`config.mk`:
```
export PLATFORM = sky130hd
export DESIGN_NAME = seg_scan_ctrl_flat
export DESIGN_NICKNAME = d
export VERILOG_FILES = /design/src/rtl/seg_scan_ctrl_pkg.sv /design/src/rtl/seg_scan_ctrl_if.sv /design/src/rtl/seg_scan_ctrl_refresh_counter.sv /design/src/rtl/seg_scan_ctrl.sv /design/src/flat_wrapper.sv
export SDC_FILE = /design/constraint.sdc
export NUM_CORES = 1
export LEC_CHECK = 0
export CAP_MARGIN = 10
export CORE_ASPECT_RATIO = 0.5
export CORE_MARGIN = 3
export CORE_UTILIZATION = 35
export DETAILED_ROUTE_END_ITERATION = 8
export DONT_BUFFER_PORTS = 1
export GPL_TIMING_DRIVEN = 0
export PLACE_DENSITY_LB_ADDON = 0.1
export SLEW_MARGIN = 30
export SYNTH_ARGS = -nofsm -noshare
export SYNTH_HDL_FRONTEND = slang
export SYNTH_HIERARCHICAL = 1
export SYNTH_SLANG_ARGS = --single-unit
```
`constraint.sdc`:
```
create_clock -name clk -period 9.9 [get_ports clk]
set_clock_uncertainty 0.1 [all_clocks]
set_input_delay 1.98 -clock clk [delete_from_list [all_inputs] [get_ports clk]]
set_output_delay 1.98 -clock clk [all_outputs]
set_load 0.05 [all_outputs]
```
`src/rtl/seg_scan_ctrl_pkg.sv`:
```
// Shared definitions for the 4-digit seven-segment scan controller.
package seg_scan_ctrl_pkg;

    localparam int NUM_DIGITS = 4;
    localparam int SEL_W      = 2;

    typedef logic [SEL_W-1:0]      sel_t;
    typedef logic [NUM_DIGITS-1:0] an_t;

    // All anodes released (the anode lines are active-low).
    localparam an_t AN_OFF = 4'b1111;

    // Active-low one-hot anode pattern for the selected digit.
    function automatic an_t onehot_low(input sel_t sel);
        an_t one;
        one = an_t'(1);
        return ~(one << sel);
    endfunction

endpackage

```
`src/rtl/seg_scan_ctrl_if.sv`:
```
// Control inputs and display outputs of the scan controller, grouped as one bundle.
interface seg_scan_ctrl_if;
    import seg_scan_ctrl_pkg::*;

    logic        en;
    an_t         digit_en;
    logic [2:0]  brightness;
    sel_t        choice;
    an_t         an;
    logic        frame_tick;

    // The master drives the controls and watches the display lines.
    modport master (
        output en, digit_en, brightness,
        input  choice, an, frame_tick
    );

    // The scan controller consumes the controls and drives the display lines.
    modport slave (
        input  en, digit_en, brightness,
        output choice, an, frame_tick
    );
endinterface

```
`src/rtl/seg_scan_ctrl_refresh_counter.sv`:
```
// Per-slot cycle counter: counts while enabled, wraps at REFRESH_DIV-1, and
// exposes its next value so the parent can register outputs in step with it.
module refresh_counter #(
    parameter int REFRESH_DIV = 50000,
    parameter int CNT_W       = 16
) (
    input  logic             clk,
    input  logic             reset,
    input  logic             en,
    output logic [CNT_W-1:0] cnt,
    output logic [CNT_W-1:0] cnt_nx,
    output logic             wrap
);

    // Next count: hold when disabled, return to zero at the end of a slot.
    always_comb begin
        wrap   = en && (cnt == CNT_W'(REFRESH_DIV - 1));
        cnt_nx = cnt;
        if (wrap)
            cnt_nx = '0;
        else if (en)
            cnt_nx = cnt + CNT_W'(1);
    end

    // Counter register.
    always_ff @(posedge clk) begin
        if (reset)
            cnt <= '0;
        else
            cnt <= cnt_nx;
    end

endmodule

```
`src/rtl/seg_scan_ctrl.sv`:
```
// Time-multiplexed scan controller for a 4-digit seven-segment display with
// blanking dead-time, 8-level PWM brightness and a per-digit show mask.
module seg_scan_ctrl
    import seg_scan_ctrl_pkg::*;
#(
    parameter int REFRESH_DIV  = 50000,
    parameter int BLANK_CYCLES = 500,
    parameter int CNT_W        = 16
) (
    input  logic           clk,
    input  logic           reset,
    seg_scan_ctrl_if.slave bus
);

    localparam int SPAN8 = (REFRESH_DIV - BLANK_CYCLES) / 8;
    localparam int LIM_W = CNT_W + 3;

    logic [CNT_W-1:0] cnt;
    logic [CNT_W-1:0] cnt_nx;
    logic             wrap;

    sel_t       choice_q;
    sel_t       choice_nx;
    logic [2:0] bri_q;
    logic [2:0] bri_nx;
    an_t        mask_q;
    an_t        mask_nx;
    an_t        an_q;
    an_t        an_nx;
    logic       frame_tick_q;

    logic [LIM_W-1:0] on_limit;
    logic [LIM_W-1:0] cnt_ext;
    logic             in_window;

    refresh_counter #(
        .REFRESH_DIV (REFRESH_DIV),
        .CNT_W       (CNT_W)
    ) u_counter (
        .clk    (clk),
        .reset  (reset),
        .en     (bus.en),
        .cnt    (cnt),
        .cnt_nx (cnt_nx),
        .wrap   (wrap)
    );

    // Next-state digit/brightness/mask and the anode pattern that goes with it,
    // so the anode register always matches the choice register.
    always_comb begin
        choice_nx = wrap ? choice_q + sel_t'(1) : choice_q;
        bri_nx    = wrap ? bus.brightness : bri_q;
        mask_nx   = wrap ? bus.digit_en   : mask_q;

        if (bri_nx == 3'd7)
            on_limit = LIM_W'(REFRESH_DIV);
        else
            on_limit = LIM_W'(BLANK_CYCLES) + LIM_W'(SPAN8) * (LIM_W'(bri_nx) + LIM_W'(1));

        cnt_ext   = LIM_W'(cnt_nx);
        in_window = (cnt_ext >= LIM_W'(BLANK_CYCLES)) && (cnt_ext < on_limit);

        an_nx = AN_OFF;
        if (bus.en && mask_nx[choice_nx] && in_window)
            an_nx = onehot_low(choice_nx);
    end

    // Output and slot-sample registers.
    always_ff @(posedge clk) begin
        if (reset) begin
            choice_q     <= '0;
            bri_q        <= 3'd7;
            mask_q       <= AN_OFF;
            an_q         <= AN_OFF;
            frame_tick_q <= 1'b0;
        end else begin
            choice_q     <= choice_nx;
            bri_q        <= bri_nx;
            mask_q       <= mask_nx;
            an_q         <= an_nx;
            frame_tick_q <= wrap && (choice_q == sel_t'(NUM_DIGITS - 1));
        end
    end

    assign bus.choice     = choice_q;
    assign bus.an         = an_q;
    assign bus.frame_tick = frame_tick_q;

endmodule
```
`src/flat_wrapper.sv`:
```
// flat-port wrapper written by rule: the top's interface ports become plain ports
module seg_scan_ctrl_flat import seg_scan_ctrl_pkg::*;
#(
    parameter int REFRESH_DIV  = 50000,
    parameter int BLANK_CYCLES = 500,
    parameter int CNT_W        = 16
)
  (clk, reset, bus_en, bus_digit_en, bus_brightness, bus_choice, bus_an, bus_frame_tick);
  seg_scan_ctrl_if bus_i ();
  input  logic clk;
  input  logic reset;
  input wire logic [$bits(bus_i.en)-1:0] bus_en;
  input wire logic [$bits(bus_i.digit_en)-1:0] bus_digit_en;
  input wire logic [$bits(bus_i.brightness)-1:0] bus_brightness;
  output wire logic [$bits(bus_i.choice)-1:0] bus_choice;
  output wire logic [$bits(bus_i.an)-1:0] bus_an;
  output wire logic [$bits(bus_i.frame_tick)-1:0] bus_frame_tick;
  assign bus_i.en = bus_en;
  assign bus_i.digit_en = bus_digit_en;
  assign bus_i.brightness = bus_brightness;
  assign bus_choice = bus_i.choice;
  assign bus_an = bus_i.an;
  assign bus_frame_tick = bus_i.frame_tick;
  seg_scan_ctrl #(.REFRESH_DIV(REFRESH_DIV), .BLANK_CYCLES(BLANK_CYCLES), .CNT_W(CNT_W)) u_core (.clk(clk), .reset(reset), .bus(bus_i));
endmodule
```
==> results of run 1 <==
## path summary, 6_finish.rpt
check / to / cells after the start / slack (ns) / startpoint
worst max-delay path: u_core/bus.an[2] / 28 / 0.86 / bus_en
worst min register to register: u_core/mask_q[3] / 2 / 0.46 / u_core/mask_q[3]
worst max register to register: u_core/bus.an[2] / 28 / 2.14 / u_core/u_counter/cnt[0]
worst min-delay path: u_core/mask_q[3] / 2 / 0.46 / u_core/mask_q[3]
## layer usage
| layer | share of wire | wire [µm] |
|---|---|---|
| met1 | 0.57 | 3550 |
| met2 | 0.39 | 2430 |
| met3 | 0.028 | 173 |
| met4 | 0.0092 | 57 |
| met5 | 0 | 0 |
## registers in the layout, summed over array words and instances, names as in the netlist
register               count
u_core/bus.frame_tick      1
u_core/bus.an              4
u_core/bri_q               3
u_core/u_counter/cnt      16
u_core/mask_q              4
u_core/bus.choice          2
## synthesized netlist by cell type (2+ instances only)
| cell type | count | area [µm²] |
|---|---|---|
| nand4_1 | 4 | 25.0 |
| o21ai_1 | 2 | 10.0 |
| a21o_1 | 4 | 30.0 |
| or2_2 | 2 | 12.5 |
| nand3b_1 | 2 | 15.0 |
| ha_1 | 45 | 563 |
| dfxtp_1 | 30 | 601 |
| buf_2 | 3 | 15.0 |
| mux4_2 | 2 | 45.0 |
| nor2_1 | 30 | 113 |
| nand4bb_1 | 2 | 22.5 |
| nor3_1 | 6 | 30.0 |
| fa_1 | 3 | 60.1 |
| o211ai_1 | 4 | 30.0 |
| o22ai_1 | 2 | 12.5 |
| nand2_1 | 9 | 33.8 |
| clkbuf_1 | 3 | 11.3 |
| mux2i_1 | 6 | 60.1 |
| a211o_1 | 5 | 43.8 |
| inv_1 | 17 | 63.8 |
| xnor2_1 | 8 | 70.1 |
| a31oi_1 | 3 | 18.8 |
| a211oi_1 | 2 | 15.0 |
| and3_1 | 2 | 12.5 |
| or3_1 | 4 | 25.0 |
| o21ai_0 | 7 | 35.0 |
| nand3_1 | 5 | 25.0 |
| xor2_1 | 9 | 78.8 |
| nand2b_1 | 12 | 75.1 |
| a21oi_1 | 9 | 45.0 |
| o2111ai_1 | 2 | 17.5 |
| nor2b_1 | 16 | 100 |
| nor4_1 | 6 | 37.5 |
| and2_1 | 2 | 12.5 |
## cell families (layout without fill, tap and decap cells)
kind of cell,count (synthesis),after routing
simple gates,110,110
mux,12,12
xor+xnor,17,17
buf+inv,26,34
compound gates,53,53
fa+ha+maj,48,48
flops,30,30
## metrics by stage
stage | total power (W) | util | hold WS [ns]
5_1_grt | 0.000294 | 0.418 | 0.508
3_5_place_dp | 0.000134 | 0.397 | 0.441
3_3_place_gp | 0.000134 | 0.397 | 0.440
2_1_floorplan | 0.000132 | - | 0.425
6_report | 0.000282 | 0.418 | 0.458
4_1_cts | 0.000287 | 0.418 | 0.458
## worst reg2reg max path: cells and delay by family (launching register included)
| kind | cells | cell delay, ns |
|---|---|---|
| adder cells (fa/ha/maj) | 7 | 1.88 |
| buffers and inverters | 5 | 0.97 |
| XOR/XNOR | 2 | 0.28 |
| AO/OA/AOI/OAI | 8 | 2.25 |
| AND/OR/NAND/NOR | 5 | 1.35 |
| flip-flops | 1 | 0.41 |
| multiplexers | 1 | 0.42 |
## power groups by stage
stage	Combinational, W	Sequential, W	Clock [W]
after detailed placement	0.00000840	0.000126	0
after CTS	0.00000847	0.000123	0.000156
after floorplan	0.00000667	0.000125	0
after global placement	0.00000814	0.000125	0
final	0.00000844	0.000123	0.000151
after global routing	0.00000972	0.000123	0.000161
## layout make-up
| cell class | instances | area [µm²] | share of cell area |
|---|---|---|---|
| buffer | 8 | 45.0 | 0.0153 |
| clock buffer | 6 | 139 | 0.0472 |
| clock inverter | 2 | 12.5 | 0.00425 |
| inverter | 18 | 68.8 | 0.0234 |
| multi-input combinational | 240 | 1960 | 0.667 |
| sequential | 30 | 601 | 0.204 |
| tap | 92 | 115 | 0.0391 |
==> impl_metrics.toml, run 1 <==
[global_route]
grt_pass1_vias = 2091
met2_usage = 0.220
grtUsageTotal = 0.153
top_usage_layer = "met1"
grt_start_max_net_pins = 14
grt_antenna_before_repair = 0
use_met3 = 0.0304
met1_usage = 0.233
grt_first_pass_wirelength_um = 10700
grt-ovfl-total = 0

[drt]
drc = 0
drt_wl_total_um = 6210
ant_nets = 0
vias = 2105
post_drt_wl_per_cell_um = 15.7
drt_iter0_markers = 121
via_per_inst = 5.32
firstDrtPassIters = 4

[setup_path]
crit_family = "compound AO/OA/AOI/OAI gates"
slowest_stage = "a2111oi_0"
crit_required_ns = 9.93
crit_top_cell = "ha_1"
max_stage_delay_ns = 0.55
crit_fanout = 13
path_buf_inv = 6
cp.arrival_ns = 9.07
cp-end-kind = "flip-flop"
start_kind = "input pin"
crit_type = "input pin to flip-flop"

[power]
combPwrFrac = 0.030
clkPwrFrac = 0.534
p_leak_nw = 1.25
switchingPower_w = 0.0000576
cellPowerDensity_nw_per_um2 = 95.8
seqPwrFrac = 0.436
power.internal_w = 0.000225
ir_drop_mv = 0.0759
p_sw_frac = 0.204

[layout]
final_cells = 396
layout_commonest_cell = "ha_1"
drive_gt1_frac = 0.0888
area_growth_pct = 9.95
antennaDiodeCount = 0
finalInstanceArea_um2 = 2950
fillers = 696
final_cell_mix = "45 x ha_1, 30 x nor2_1, 30 x dfxtp_1"
fin_nets = 361

[sta]
tightest_slew_ns = 0.701
worst_slack_ns = 0.864
slew_viol_final = 0
rsz0062_at_grt = "false"
min_period_ns = 9.04
tns_ns = 0
fmax_mhz = 111
fin_crit_sh = 0.913
setup_viol = 0
maxSlewHeadroom = 0.531
finalHoldViolations = 0

[clock_network]
cts-buffers-inserted = 5
cts_buffer_depth = 2
clk_pin_slew_worst_paths_ns = 0.05
clock-sinks = 30
cts_tree = "built"
root_buffer = "clkbuf_16"
post_cts_buffers = 0
clk_latency_ns = 0.27
cts_max_level = 2
post_cts_resized = 0
hold_buffers = 0

[yosys]
synth_top_family_by_area = "simple AND/OR/NAND/NOR gates"
ys_seq_area_frac = 0.224
synthCells = 296
ys_warn_count = 6
synthMuxAreaShare = 0.0584
synth_compound_area_frac = 0.151
yosys.area_share.adder = 0.233
synth_cell_types = 62
netlist_area_um2 = 2680
synthXorXnorAreaFrac = 0.0556
synth_nets = 354
synth-simple-area-share = 0.236
async_flop_share = 0
ys_ff_latch = 30
synth_area_per_cell_um2 = 9.05
ys_dominant_reg_cell = "dfxtp_1"
synth_edf_count = 0

[place]
hpwl_um = 5040
dpl_worst_slack_ns = 0.612
placed_cells = 388
dpl_cell_area_um2 = 2790
io_buffers = 0
routabilityCongestion = 0.814

[die]
io_pins = 17
die_area_um2 = 8800
core_area_um2 = 7040
die_h_um = 67.9
initial_core_util = 0.380
num_rows = 21
fp.dieW_um = 130

[status]
status = "completed"

[min_path]
hp-class = "flip-flop to flip-flop"

[job]
cap_violations = 0
(Power assumes the default switching activity.)
==> run 2, diff against run 1 <==
Settings changed: ABC_AREA set to 1.
==> run 2 against run 1 <==
Compared with the run above: largest cell class unchanged; via count up 21%; combinational power up 14%; power up 1.4%; design area up 5.3%; non-clock buffer count down 3; global-route usage up 0.087 points.
==> impl_metrics.toml, run 2 <==
[status]
status = "completed"

[yosys]
yosys.area.top_type_share = 0.213
synth_nets = 480
ys_dominant_reg_cell = "dfxtp_1"
async_flop_share = 0
synth_cell_types = 36
synth_edf_count = 0
netlist_area_um2 = 2810
ys_ff_latch = 30
synth_area_per_cell_um2 = 6.67
synthCells = 422
yosys.area.top_type = "dfxtp_1"
synth_area_leaders = "dfxtp_1 21%, ha_1 20%, nand2_1 13%, inv_1 9.3%, nand3_1 8.0%"
yosysMostFrequentCell = "nand2_1"
ys_seq_area_frac = 0.213
synth_common_cells = "100 x nand2_1, 70 x inv_1, 47 x nor2_1"
ys_warn_count = 6

[sta]
finalHoldViolations = 0
fin_crit_sh = 0.700
rsz0062_at_grt = "false"
slew_viol_final = 0
tightest_slew_ns = 0.564
fmax_mhz = 144
min_period_ns = 6.93
whs_ns = 0.352
tns_ns = 0
setup_viol = 0
maxSlewHeadroom = 0.624

[drt]
via_per_inst = 4.73
ant_nets = 0
vias = 2545
drt_wl_total_um = 6760
post_drt_wl_per_cell_um = 12.6
drc = 0
drt_iter0_markers = 221
firstDrtPassIters = 4

[clock_network]
clk_pin_slew_worst_paths_ns = 0.05
clk_latency_ns = 0.28
cts-buffers-inserted = 5
cts_tree = "built"
clock-sinks = 30
hold_buffers = 0
post_cts_buffers = 0
cts_max_level = 2
cts_buffer_depth = 2
post_cts_resized = 0
root_buffer = "clkbuf_16"

[die]
num_rows = 22
die_h_um = 69.4
io_pins = 17
initial_core_util = 0.372
core_area_um2 = 7570
fp.dieW_um = 133
die_area_um2 = 9220

[setup_path]
max_stage_delay_ns = 0.44
crit_top_cell = "ha_1"
crit_type = "input pin to flip-flop"
cp.arrival_ns = 6.98
crit_required_ns = 9.95
path_buf_inv = 7
crit_family = "adder cells"
start_kind = "input pin"
cp-end-kind = "flip-flop"
slowest_stage = "ha_1"
crit_fanout = 10

[power]
seqPwrFrac = 0.429
p_sw_frac = 0.215
power.internal_w = 0.000225
switchingPower_w = 0.0000615
clkPwrFrac = 0.537
cellPowerDensity_nw_per_um2 = 92.3
ir_drop_mv = 0.0617
p_leak_nw = 1.63
combPwrFrac = 0.034

[global_route]
grt_pass1_vias = 2425
grt_first_pass_wirelength_um = 11600
grt-ovfl-total = 0
grt_start_max_net_pins = 11
grtUsageTotal = 0.154
grt_antenna_before_repair = 0

[place]
routabilityCongestion = 0.866
hpwl_um = 5550
dpl_cell_area_um2 = 2950
io_buffers = 0

[job]
cap_violations = 0

[layout]
layout_commonest_cell = "nand2_1"
drive_gt1_frac = 0.0767
fin_nets = 487
top_register = "u_core/u_counter/cnt"
antennaDiodeCount = 0
area_growth_pct = 10.2
largest_reg_flops = 16
finalInstanceArea_um2 = 3100
final_cell_mix = "100 x nand2_1, 70 x inv_1, 47 x nor2_1"

[min_path]
hp-class = "flip-flop to flip-flop"
## run 2: final cells by class
cell class | instances | area [µm²]
fillers | 833 | 4470
multi-input cells | 315 | 1910
flip-flops and latches | 30 | 601
inverters | 72 | 270
clock buffers | 6 | 139
well taps | 108 | 135
plain buffers | 5 | 31.3
clock inverters | 2 | 12.5
## run 2: final timing paths
| kind | start | to | slack, ns | cells past startpoint |
|---|---|---|---|---|
| worst max-delay path | bus_en | u_core/bus.an[3] | 2.97 | 30 |
| worst min-delay path | u_core/mask_q[1] | u_core/mask_q[1] | 0.35 | 2 |
| worst max register to register | u_core/u_counter/cnt[0] | u_core/bus.an[3] | 4.15 | 30 |
| worst min register to register | u_core/mask_q[1] | u_core/mask_q[1] | 0.35 | 2 |
## run 2: layer usage
| layer | vias up | GRT usage | wire, µm |
|---|---|---|---|
| met5 | - | 0 | 0 |
| met4 | 0 | 0.0415 | 80 |
| met3 | 9 | 0.0333 | 276 |
| met2 | 36 | 0.226 | 2800 |
| met1 | 1134 | 0.226 | 3610 |
| li1 | 1366 | - | - |
## run 2: metrics by stage
stage               setup WS (ns)  instances   util  power, W
floorplan                    3.41        422      -  0.000133
global placement             2.77        530  0.390  0.000135
detailed placement           2.71        530  0.390  0.000135
CTS                          2.97        538  0.410  0.000289
global route                 2.42        538  0.410  0.000298
finish                       2.97        538  0.410  0.000286
## run 2: power groups by stage
stage | logic, W | clock network (W) | registers (W)
after floorplan | 0.00000761 | 0 | 0.000125
after global placement | 0.00000975 | 0 | 0.000125
after detailed placement | 0.00000972 | 0 | 0.000125
after CTS | 0.00000989 | 0.000157 | 0.000123
after global routing | 0.0000115 | 0.000164 | 0.000123
final | 0.00000963 | 0.000154 | 0.000123
## run 2: kinds of logic (layout without fill, tap and decap cells)
group                      after synthesis  in the layout  share of synthesized area
and+or+nand+nor                        230            230                      0.371
buffers and inverters                   77             85                      0.107
adders and majority gates               48             48                      0.221
DFF                                     30             30                      0.213
AOI/OAI and AO/OA                       29             29                     0.0614
xor gates and xnor gates                 7              7                     0.0218
muxes                                    1              1                    0.00400
## run 2: worst min-delay path, cell delays in order (launching register included)
cell,delay [ns]
dfxtp_1,0.30
nand2_1,0.06
nand3_1,0.06
==> run 3, diff against run 2 <==
Clock period 9.9 ns to 6.45 ns, I/O delays scaled along.
==> run 3 against run 2 <==
Compared with the run above: flip-flop and latch count unchanged; via count is 0.98% higher; final cell count stayed put; critical path type unchanged; design area up 0.81%.
==> impl_metrics.toml, run 3 (synthesized netlist as in run 2, its figures left out) <==
[power]
switchingPower_w = 0.0000951
power.internal_w = 0.000345
p_sw_frac = 0.216
ir_drop_mv = 0.0947
combPwrFrac = 0.034
power_w = 0.000440
seqPwrFrac = 0.428
cellPowerDensity_nw_per_um2 = 141
p_leak_nw = 1.63
clkPwrFrac = 0.538

[sta]
maxSlewHeadroom = 0.624
slew_viol_final = 0
tightest_slew_ns = 0.564
rsz0062_at_grt = "false"
whs_ns = 0.352
min_period_ns = 5.99
setup_viol = 0
fin_crit_sh = 0.929
fmax_mhz = 167
finalHoldViolations = 0

[die]
die_h_um = 69.4
initial_core_util = 0.372
num_rows = 22
io_pins = 17
die_area_um2 = 9220
fp.dieW_um = 133
core_area_um2 = 7570

[global_route]
grt_pass1_vias = 2425
grt_first_pass_wirelength_um = 11600
grt_antenna_before_repair = 0
grtUsageTotal = 0.154
grt-ovfl-total = 0
grt_start_max_net_pins = 11

[setup_path]
max_stage_delay_ns = 0.46
crit_family = "adder cells"
cp-end-kind = "flip-flop"
crit_required_ns = 6.50
start_kind = "input pin"
cp.arrival_ns = 6.04
crit_type = "input pin to flip-flop"
crit_fanout = 10
path_buf_inv = 7
crit_top_cell = "ha_1"
slowest_stage = "fa_1"

[layout]
seqCellArea_um2 = 601
area_growth_pct = 11.1
final_cell_mix = "100 x nand2_1, 68 x inv_1, 47 x nor2_1"
finalInstanceArea_um2 = 3130
antennaDiodeCount = 0
multi_input_area_um2 = 1930
fin_nets = 487
drive_gt1_frac = 0.0860
largest_reg_flops = 16
top_register = "u_core/u_counter/cnt"
final_cells = 538
fillers = 831
layout_commonest_cell = "nand2_1"

[place]
placed_cells = 530
io_buffers = 0
hpwl_um = 5550
dpl_cell_area_um2 = 2950
routabilityCongestion = 0.866

[drt]
firstDrtPassIters = 4
ant_nets = 0
drt_wl_total_um = 6800
vias = 2570
wl_met1_um = 3610
drc = 0
post_drt_wl_per_cell_um = 12.6
drt_iter0_markers = 239
highest-signal-layer = "met4"
via_per_inst = 4.78
dr_wl_met2_um = 2820
wl_met3_um = 295

[clock_network]
hold_buffers = 0
cts-buffers-inserted = 5
cts_max_level = 2
post_cts_resized = 0
cts_buffer_depth = 2
root_buffer = "clkbuf_16"
cts_tree = "built"
post_cts_buffers = 0
clock-sinks = 30
clk_latency_ns = 0.28
clk_pin_slew_worst_paths_ns = 0.05

[job]
cap_violations = 0

[min_path]
hp-class = "flip-flop to flip-flop"

[status]
status = "completed"
-- run 3: path summary, 6_finish.rpt --
kind | depth (start not counted) | start | endpoint | slack, ns
hold reg to reg | 2 | u_core/mask_q[3] | u_core/mask_q[3] | 0.35
setup / recovery | 30 | bus_en | u_core/bus.an[3] | 0.46
hold / removal | 2 | u_core/mask_q[3] | u_core/mask_q[3] | 0.35
setup reg to reg | 30 | u_core/u_counter/cnt[0] | u_core/bus.an[3] | 0.96
-- run 3: area by class of cell --
class	count	share of cell area
plain buffers	5	0.0100
clock buffers	6	0.0444
clock inverters	2	0.00400
inverters	72	0.0877
multi-input cells	315	0.618
flip-flops and latches	30	0.192
well taps	108	0.0432
-- run 3: metrics by stage --
stage,util,setup TNS (ns),setup WS (ns)
global route,0.413,0,0.0283
global placement,0.390,0,0.00701
detailed placement,0.390,-0.180,-0.0522
CTS,0.410,0,0.206
floorplan,-,0,0.655
finish,0.413,0,0.457
-- run 3: worst reg2reg max path, delay by kind of cell (launching register included) --
kind | cells | cell delay (ns)
AO/OA/AOI/OAI | 3 | 0.45
adder cells (fa/ha/maj) | 8 | 2.37
AND/OR/NAND/NOR | 13 | 1.36
buffers and inverters | 6 | 0.69
flip-flops | 1 | 0.41
-- run 3: power by group through the flow --
stage          clock [W]  combinational, W  sequential, W
3_3_place_gp           0         0.0000150       0.000192
4_1_cts         0.000241         0.0000152       0.000188
3_5_place_dp           0         0.0000149       0.000192
2_1_floorplan          0         0.0000117       0.000192
6_report        0.000237         0.0000149       0.000188
5_1_grt         0.000251         0.0000177       0.000188
-- run 3: metal layers --
metal,GRT usage,vias to the layer above
met4,0.0415,0
met3,0.0333,9
li1,-,1365
met1,0.226,1154
met5,0,-
met2,0.226,42
